`src/rtl/alu_pkg.sv`:
```
// Shared definitions for the ALU sharing controller: opcode and FSM state
// encodings, datapath widths and the legal-opcode helper.
package alu_pkg;

  localparam int ALU_DATA_W = 8;
  localparam int ALU_OP_W   = 4;
  localparam int ALU_OP_MAX = 5;

  typedef enum logic [3:0] {
    ADD = 4'd0,
    SUB = 4'd1,
    AND = 4'd2,
    OR  = 4'd3,
    SLT = 4'd4,
    XOR = 4'd5
  } alu_op_e;

  typedef enum logic [1:0] {
    IDLE = 2'd0,
    EXEC = 2'd1,
    RESP = 2'd2
  } ctrl_state_e;

  // Opcodes above the last defined ALU operation are reported as errors
  function automatic logic op_is_illegal(input int unsigned op);
    return (op > ALU_OP_MAX);
  endfunction

endpackage

```
`src/rtl/rr_arbiter.sv`:
```
// Combinational round-robin arbiter: grants the first asserted request at or
// after ptr, wrapping modulo NUM_REQ. Pointer state is owned by the caller.
module rr_arbiter #(
  parameter int NUM_REQ = 4,
  parameter int ID_W    = $clog2(NUM_REQ)
) (
  input  logic [NUM_REQ-1:0] req,
  input  logic [ID_W-1:0]    ptr,
  input  logic               en,
  output logic [NUM_REQ-1:0] gnt,
  output logic [ID_W-1:0]    idx
);

  // Rotating priority scan starting at ptr
  always_comb begin
    int  cand;
    logic found;
    gnt   = {NUM_REQ{1'b0}};
    idx   = {ID_W{1'b0}};
    found = 1'b0;
    cand  = 0;
    for (int k = 0; k < NUM_REQ; k++) begin
      cand = int'(ptr) + k;
      if (cand >= NUM_REQ) begin
        cand = cand - NUM_REQ;
      end else begin
        cand = cand;
      end
      if (en && !found && req[cand]) begin
        found     = 1'b1;
        gnt[cand] = 1'b1;
        idx       = cand[ID_W-1:0];
      end else begin
        found = found;
      end
    end
  end

endmodule

```
`src/rtl/alu_share_ctrl.sv`:
```
// Time-shares one combinational ALU between NUM_REQ requesters: round-robin
// grant, operand latching, result capture and a tagged valid/ready response.
module alu_share_ctrl
  import alu_pkg::*;
#(
  parameter int NUM_REQ = 4,
  parameter int DATA_W  = ALU_DATA_W,
  parameter int OP_W    = ALU_OP_W,
  parameter int ID_W    = $clog2(NUM_REQ)
) (
  input  logic                      clk,
  input  logic                      rst_n,
  input  logic [NUM_REQ-1:0]        req_valid,
  output logic [NUM_REQ-1:0]        req_ready,
  input  logic [NUM_REQ*DATA_W-1:0] req_a,
  input  logic [NUM_REQ*DATA_W-1:0] req_b,
  input  logic [NUM_REQ*OP_W-1:0]   req_op,
  output logic [DATA_W-1:0]         alu_a,
  output logic [DATA_W-1:0]         alu_b,
  output logic [OP_W-1:0]           alu_op,
  input  logic [DATA_W-1:0]         alu_out,
  output logic                      rsp_valid,
  input  logic                      rsp_ready,
  output logic [DATA_W-1:0]         rsp_data,
  output logic [ID_W-1:0]           rsp_id,
  output logic                      rsp_err
);

  ctrl_state_e         state_r;
  ctrl_state_e         state_nxt_s;
  logic [ID_W-1:0]     rr_ptr_r;
  logic [ID_W-1:0]     rr_ptr_nxt_s;
  logic [ID_W-1:0]     id_r;
  logic [NUM_REQ-1:0]  gnt_s;
  logic [ID_W-1:0]     gnt_idx_s;
  logic                gnt_any_s;
  logic                arb_en_s;
  logic [DATA_W-1:0]   alu_a_r;
  logic [DATA_W-1:0]   alu_b_r;
  logic [OP_W-1:0]     alu_op_r;
  logic                rsp_valid_r;
  logic [DATA_W-1:0]   rsp_data_r;
  logic [ID_W-1:0]     rsp_id_r;
  logic                rsp_err_r;

  rr_arbiter #(
    .NUM_REQ (NUM_REQ),
    .ID_W    (ID_W)
  ) u_arb (
    .req (req_valid),
    .ptr (rr_ptr_r),
    .en  (arb_en_s),
    .gnt (gnt_s),
    .idx (gnt_idx_s)
  );

  assign gnt_any_s = |gnt_s;

  // Pointer moves to the slot just after the winner, wrapping at NUM_REQ
  always_comb begin
    if (gnt_idx_s == ID_W'(NUM_REQ - 1)) begin
      rr_ptr_nxt_s = {ID_W{1'b0}};
    end else begin
      rr_ptr_nxt_s = gnt_idx_s + {{(ID_W-1){1'b0}}, 1'b1};
    end
  end

  // FSM state register
  always_ff @(posedge clk or negedge rst_n) begin
    if (!rst_n) begin
      state_r <= IDLE;
    end else begin
      state_r <= state_nxt_s;
    end
  end

  // FSM next-state logic
  always_comb begin
    state_nxt_s = state_r;
    case (state_r)
      IDLE: begin
        if (gnt_any_s) begin
          state_nxt_s = EXEC;
        end else begin
          state_nxt_s = IDLE;
        end
      end
      EXEC: state_nxt_s = RESP;
      RESP: begin
        if (rsp_ready) begin
          state_nxt_s = IDLE;
        end else begin
          state_nxt_s = RESP;
        end
      end
      default: state_nxt_s = IDLE;
    endcase
  end

  // FSM outputs: arbitration only runs in IDLE, and never while reset is held
  always_comb begin
    if ((state_r == IDLE) && rst_n) begin
      arb_en_s = 1'b1;
    end else begin
      arb_en_s = 1'b0;
    end
    req_ready = gnt_s;
  end

  // Datapath: grant latching, pointer update, result capture and response hold
  always_ff @(posedge clk or negedge rst_n) begin
    if (!rst_n) begin
      rr_ptr_r    <= {ID_W{1'b0}};
      id_r        <= {ID_W{1'b0}};
      alu_a_r     <= {DATA_W{1'b0}};
      alu_b_r     <= {DATA_W{1'b0}};
      alu_op_r    <= {OP_W{1'b0}};
      rsp_valid_r <= 1'b0;
      rsp_data_r  <= {DATA_W{1'b0}};
      rsp_id_r    <= {ID_W{1'b0}};
      rsp_err_r   <= 1'b0;
    end else begin
      case (state_r)
        IDLE: begin
          if (gnt_any_s) begin
            alu_a_r  <= req_a[gnt_idx_s*DATA_W +: DATA_W];
            alu_b_r  <= req_b[gnt_idx_s*DATA_W +: DATA_W];
            alu_op_r <= req_op[gnt_idx_s*OP_W +: OP_W];
            id_r     <= gnt_idx_s;
            rr_ptr_r <= rr_ptr_nxt_s;
          end
        end
        EXEC: begin
          // Illegal opcodes return zero whatever the ALU produced
          if (op_is_illegal(32'(alu_op_r))) begin
            rsp_data_r <= {DATA_W{1'b0}};
            rsp_err_r  <= 1'b1;
          end else begin
            rsp_data_r <= alu_out;
            rsp_err_r  <= 1'b0;
          end
          rsp_id_r    <= id_r;
          rsp_valid_r <= 1'b1;
        end
        RESP: begin
          if (rsp_ready) begin
            rsp_valid_r <= 1'b0;
          end
        end
        default: begin
          rsp_valid_r <= 1'b0;
        end
      endcase
    end
  end

  assign alu_a     = alu_a_r;
  assign alu_b     = alu_b_r;
  assign alu_op    = alu_op_r;
  assign rsp_valid = rsp_valid_r;
  assign rsp_data  = rsp_data_r;
  assign rsp_id    = rsp_id_r;
  assign rsp_err   = rsp_err_r;

endmodule

```
`config.mk`:
```
export PLATFORM = sky130hd
export DESIGN_NAME = alu_share_ctrl
export DESIGN_NICKNAME = d
export VERILOG_FILES = /design/src/rtl/alu_pkg.sv /design/src/rtl/rr_arbiter.sv /design/src/rtl/alu_share_ctrl.sv
export SDC_FILE = /design/constraint.sdc
export NUM_CORES = 1
export LEC_CHECK = 0
export ABC_AREA = 1
export CAP_MARGIN = 25
export CORE_MARGIN = 4
export CORE_UTILIZATION = 46
export DETAILED_ROUTE_END_ITERATION = 7
export PLACE_DENSITY = 0.95
export REMOVE_ABC_BUFFERS = 1
export SYNTH_ARGS = -nofsm -noshare
export SYNTH_HDL_FRONTEND = slang
export SYNTH_SLANG_ARGS = --single-unit
export TNS_END_PERCENT = 30
```
`constraint.sdc`:
```
create_clock -name clk -period 3.85 [get_ports clk]
set_input_delay 0.385 -clock clk [delete_from_list [all_inputs] [get_ports clk]]
set_output_delay 0.385 -clock clk [all_outputs]
set_load 0.01 [all_outputs]
```
## Yosys cells after proc, flatten, opt, wreduce, memory -nomap -nowiden

Cells that the tools add are included.

| storage, ports and cells | value |
|---|---|
| register bits | 38 |
| output and inout port bits | 36 |
| logic and storage cells | 105 |

| operators by class | value |
|---|---|
| add/subtract/negate cells | 8 |
| order comparisons | 13 |
| equal/unequal tests | 4 |
| shift operators | 3 |
| multiplexer cells | 44 |
| bitwise gates (word level) | 4 |
| reductions and logical operators | 19 |

Operator list:

| cell | count |
|---|---|
| >= comparator 32 x 1 -> 1 bit, second input constant | 4 |
| less-than comparator 32 x 4 -> 1 bit, second input constant | 4 |
| 2-to-1 mux 32 bit | 4 |
| >= comparator 32 x 4 -> 1 bit, second input constant | 3 |
| subtractor 32 x 4 -> 32 bit, second input constant | 3 |
| variable part select 32 x 6 -> 8 bit | 2 |
| 2-to-1 mux 1 bit | 19 |
| 2-to-1 mux 4 bit | 4 |
| variable part select 16 x 5 -> 4 bit | 1 |
| logical AND 1 bit | 12 |
| 2-to-1 mux 2 bit | 6 |
| OR 4 bit | 3 |
| binary-select mux 1 bit (select 2 bit) | 4 |
| demux 1 bit (select 2 bit) | 4 |
| 2-to-1 mux 8 bit | 1 |
| adder 2 x 2 -> 3 bit, second input constant | 2 |
| case mux 2 bit (3 select lines) | 1 |
| == test 2 bit, second input constant | 2 |
| > comparator 4 x 3 -> 1 bit, second input constant | 1 |
| AND reduction 2 bit | 2 |
| OR reduction 4 bit | 1 |
| subtractor 2 x 3 -> 4 bit, second input constant | 1 |
| adder 2 x 1 -> 3 bit, second input constant | 1 |
| >= comparator 2 x 3 -> 1 bit, second input constant | 1 |
| other kinds (7) | 9 |

## Logic depth before layout (Yosys ltp)

| logic depth | value |
|---|---|
| depth in word-level cells | 22 |
| gate-level depth with buffers | 16 |
| depth with buffers taken out | 15 |

## Cells and area by module

A second synthesis with hierarchy kept.

| unflattened totals | value |
|---|---|
| cells, all modules | 484 |
| area total of the unflattened synthesis | 2939.1 um2 |

By module, submodules not included:

| module | times used | cells each | area each (um2) | seq. area each (um2) |
|---|---|---|---|---|
| alu_share_ctrl | 1 | 403 | 2441.1 | 950.9 |
| rr_arbiter | 1 | 81 | 498.0 | 0.0 |

## Worst setup path before layout

Ideal clock, no wire load.

| timing path | value |
|---|---|
| path type | reg2reg |
| start | register rr_ptr_r[0] |
| end | register rr_ptr_r[1] |
| setup time | 132 ps |
| arrival | 2183 ps |
| required time | 3718 ps |
| path slack | 1534 ps |
| cell stages (with the launch flop) | 15 |
| path buffers | 1 |
| period minus slack after synthesis | 2316 ps |
| cells stage by stage | dfrtp_1 > inv_2 > ha_1 > inv_1 > nand3_1 > nand2_2 > nand3_2 > nor2_4 > nor2_1 > nand2_2 > nand2_2 > buf_4 > ha_1 > nand2_1 > o21ai_0 |

| between the ends | value |
|---|---|
| word-level cells in the longest chain between the ends | 21 |
| elaborated cells between the ends (all ways) | 76 |

Ends and longest elaborated chain:

| item | line | text |
|---|---|---|
| start: declaration | alu_share_ctrl.sv:31 | `logic [ID_W-1:0] rr_ptr_r;` |
| start signal: assignment | alu_share_ctrl.sv:113 | `rr_ptr_r <= {ID_W{1'b0}};` |
| start signal: assignment | alu_share_ctrl.sv:130 | `rr_ptr_r <= rr_ptr_nxt_s;` |
| parallel branches: the longest is 18 deep, another holds subtractor 32 x 4 -> 32 bit | - |  |
| 2-to-1 mux 2 bit * | rr_arbiter.sv:29 | `if (en && !found && req[cand]) begin` |
| named net gnt_idx_s[0] | alu_share_ctrl.sv:35 | `logic [ID_W-1:0] gnt_idx_s;` |
| adder 2 x 1 -> 2 bit / == test 2 bit (equally long branches) | alu_share_ctrl.sv:64, alu_share_ctrl.sv:61 |  |
| 2-to-1 mux 2 bit * | alu_share_ctrl.sv:61 | `if (gnt_idx_s == ID_W'(NUM_REQ - 1)) begin` |
| named net rr_ptr_nxt_s[1] | alu_share_ctrl.sv:32 | `logic [ID_W-1:0] rr_ptr_nxt_s;` |

Mark *: on every way through the listed nets, which the timed path passes. The select of a mux whose other input is x is not followed.
A chain may end at the register's enable or synchronous reset.

## Worst setup path after layout

| timing path | value |
|---|---|
| start | register rr_ptr_r[1] |
| end | register rr_ptr_r[1] |

| between the ends | value |
|---|---|
| word-level cells in the longest chain between the ends | 21 |
| elaborated cells between the ends (all ways) | 76 |

Ends and longest elaborated chain:

| item |
|---|
| parallel branches: the longest is 21 deep, another holds subtractor 32 x 4 -> 32 bit |

Parallel ways; which one is timed is not known. The select of a mux whose other input is x is not followed.

==> impl_metrics.json <==
{
  "status": "finished, final reports clean",
  "hold_ws_ps": 147,
  "drc": 0,
  "finalCriticalPeriod_ps": 3240,
  "synth-seq-area-share": 0.317,
  "final_layout_size_suffix_gt1_frac": 0.0649,
  "max_freq_mhz": 309,
  "wirelength_um": 9040,
  "rsz0062_at_grt": "no",
  "seqCellArea_um2": 951,
  "synth_top_flop_cell": "dfrtp_1",
  "p_sw_uw": 1500,
  "gp_congestion": 0.870,
  "track_usage": 0.230,
  "post_cts_buffers": 0,
  "cts-root-buf": "clkbuf_8",
  "cp.required_ps": 4040,
  "cts_hold_buf": 0,
  "clock_power_share": 0.105,
  "htreeDepth": 2,
  "synth_top_cell_by_area": "dfrtp_1",
  "yosys_register_bits": 38,
  "cts_tree": "built",
  "yosysWarnings": 0,
  "drv.max_cap_violation_count": 0,
  "slowest_stage": "nand2_1",
  "worst_ep_arrival_time_ps": 3420,
  "multi_input_area_um2": 1550,
  "die_h_um": 88.7,
  "port_buffers": 130,
  "end_kind": "flip-flop",
  "syn_avg_cell_area_um2": 6.24,
  "tns_ps": 0,
  "clk_latency_ps": 290,
  "diodes": 0,
  "synth_edf_count": 0,
  "seqPwrFrac": 0.231,
  "cts_resized": 0,
  "die-area_um2": 7880,
  "finalSetupViolCount": 0,
  "ir_worst_vdd_v": 0.000687,
  "clock_skew_ps": 2.30,
  "grt_pass1_wl_um": 14400,
  "fin_crit_sh": 0.841,
  "crit_fanout": 29,
  "criticalPathCategory": "reg2reg",
  "synth_cell_types": 24,
  "syn_area_um2": 3000,
  "core_area_um2": 6350,
  "path_delay_family": "simple AND/OR/NAND/NOR gates",
  "clk_pin_slew_ps": 70,
  "cts_buffers": 5,
  "cp_cell_sequence": "inv_1 > ha_1 > inv_1 > nand3_1 > nand2_2 > nand4_1 > inv_2 > nand2_1 > nand4_2 > nor2_2 > buf_4 > nand2_1 > o21ai_0",
  "slew_violations": 0,
  "antenna_found_initial": 0,
  "ant_nets": 0,
  "worst-path-buf-inv": 4,
  "wl_per_cell_um": 13.3,
  "p_sw_frac": 0.476,
  "power_density_nw_per_um2": 714,
  "synthArstFlopShare": 1.00,
  "routed_via_density": 5.08,
  "final_util": 0.695,
  "num-fill-cells": 522,
  "cp-start-kind": "flip-flop",
  "core.rowCount": 29,
  "cts_sinks": 38,
  "final_nets": 704,
  "die_x_um": 88.7,
  "grt_pass1_vias": 3412,
  "synthTopCellsByArea": "dfrtp_1 (32%), nand2_1 (20%), nand3_1 (19%), inv_1 (11%), ha_1 (3.8%)",
  "clock_path_buffers": 2,
  "initial_utilization": 0.472,
  "syn_inst": 481,
  "slew_headroom": 0.363,
  "yosysMostFrequentCell": "nand2_1",
  "synthTopCellsByCount": "nand2_1 (157), nand3_1 (113), inv_1 (91)",
  "tightest_slew_ps": 953,
  "area_growth_pct": 47.1,
  "min_path_type": "in2async",
  "grt-ovfl-total": 0,
  "leakage_uw": 0.00238,
  "grt_max_degree": 44,
  "synth_top_area_frac": 0.317,
  "ios": 131,
  "vias": 3442,
  "firstDrtPassIters": 4,
  "cp_slowest_stage_delay_ps": 600,
  "p_comb_frac": 0.664,
  "finalHoldViolCount": 0,
  "post-dp-hpwl_um": 6770,
  "intPower_uw": 1650,
  "drt_iter0_drc": 172
}
## placed cells by master (no fill, tap or decap), drive strengths merged
cell type	count
nand4	6
clkbuf	5
nand3b	1
nand3	118
a21oi	2
clkinv	3
nand2	162
ha	9
dfrtp	38
inv	97
buf	7
nor3	1
nor2	9
o21ai	13
clkdlybuf4s50	129
bufinv	1
## layout make-up
type	count	share of cell area
tap	77	0.0218
sequential	38	0.216
multi-input combinational	321	0.351
timing repair buffer	136	0.304
clock buffer	5	0.0156
clock inverter	3	0.00908
inverter	98	0.0834
## path summary, 6_finish.rpt
path                        startpoint           to  slack [ps]  cells after the start
hold reg to reg            rsp_data[3]  rsp_data[3]         490                      2
min in group clk           rsp_data[3]  rsp_data[3]         490                      2
setup reg to reg           rr_ptr_r[1]  rr_ptr_r[1]         610                     13
max in group asynchronous        rst_n  rsp_data[7]        3380                      2
hold / removal                   rst_n    rsp_valid         150                      2
setup / recovery           rr_ptr_r[1]  rr_ptr_r[1]         610                     13
## metal layers
layer,track usage,wire length (µm)
met1,0.251,3510
met2,0.431,4550
met3,0.0708,881
met4,0.0563,87
met5,0,0
## registers in the layout, summed over array words and instances, names as in the netlist
register   flops
rsp_valid      1
rsp_id         2
alu_a          8
id_r           2
state_r        2
rr_ptr_r       2
rsp_data       8
alu_op         4
rsp_err        1
alu_b          8
## per-stage QoR
stage	std cells	worst slack, ps	power, µW	cell area, µm²
3_3_place_gp	670	870	2720	4300
3_5_place_dp	670	654	2820	4300
4_1_cts	678	621	3150	4410
2_1_floorplan	457	647	1960	2860
6_report	678	614	3150	4410
5_1_grt	678	217	3450	4410
## cell families after synthesis
family | Yosys count | synth area share
AND/OR/NAND/NOR | 297 | 0.452
buffers and inverters | 122 | 0.168
flip-flops | 38 | 0.317
AO/OA/AOI/OAI | 15 | 0.0250
adder cells (fa/ha/maj) | 9 | 0.0375
## power groups by stage
stage	Combinational (µW)	Sequential [µW]	Clock [µW]
2_1_floorplan	1170	790	0
3_3_place_gp	2000	720	0
3_5_place_dp	2080	731	0
4_1_cts	2090	726	334
5_1_grt	2350	748	354
6_report	2090	727	331
Note: power is estimated with default switching activity, not from simulation.
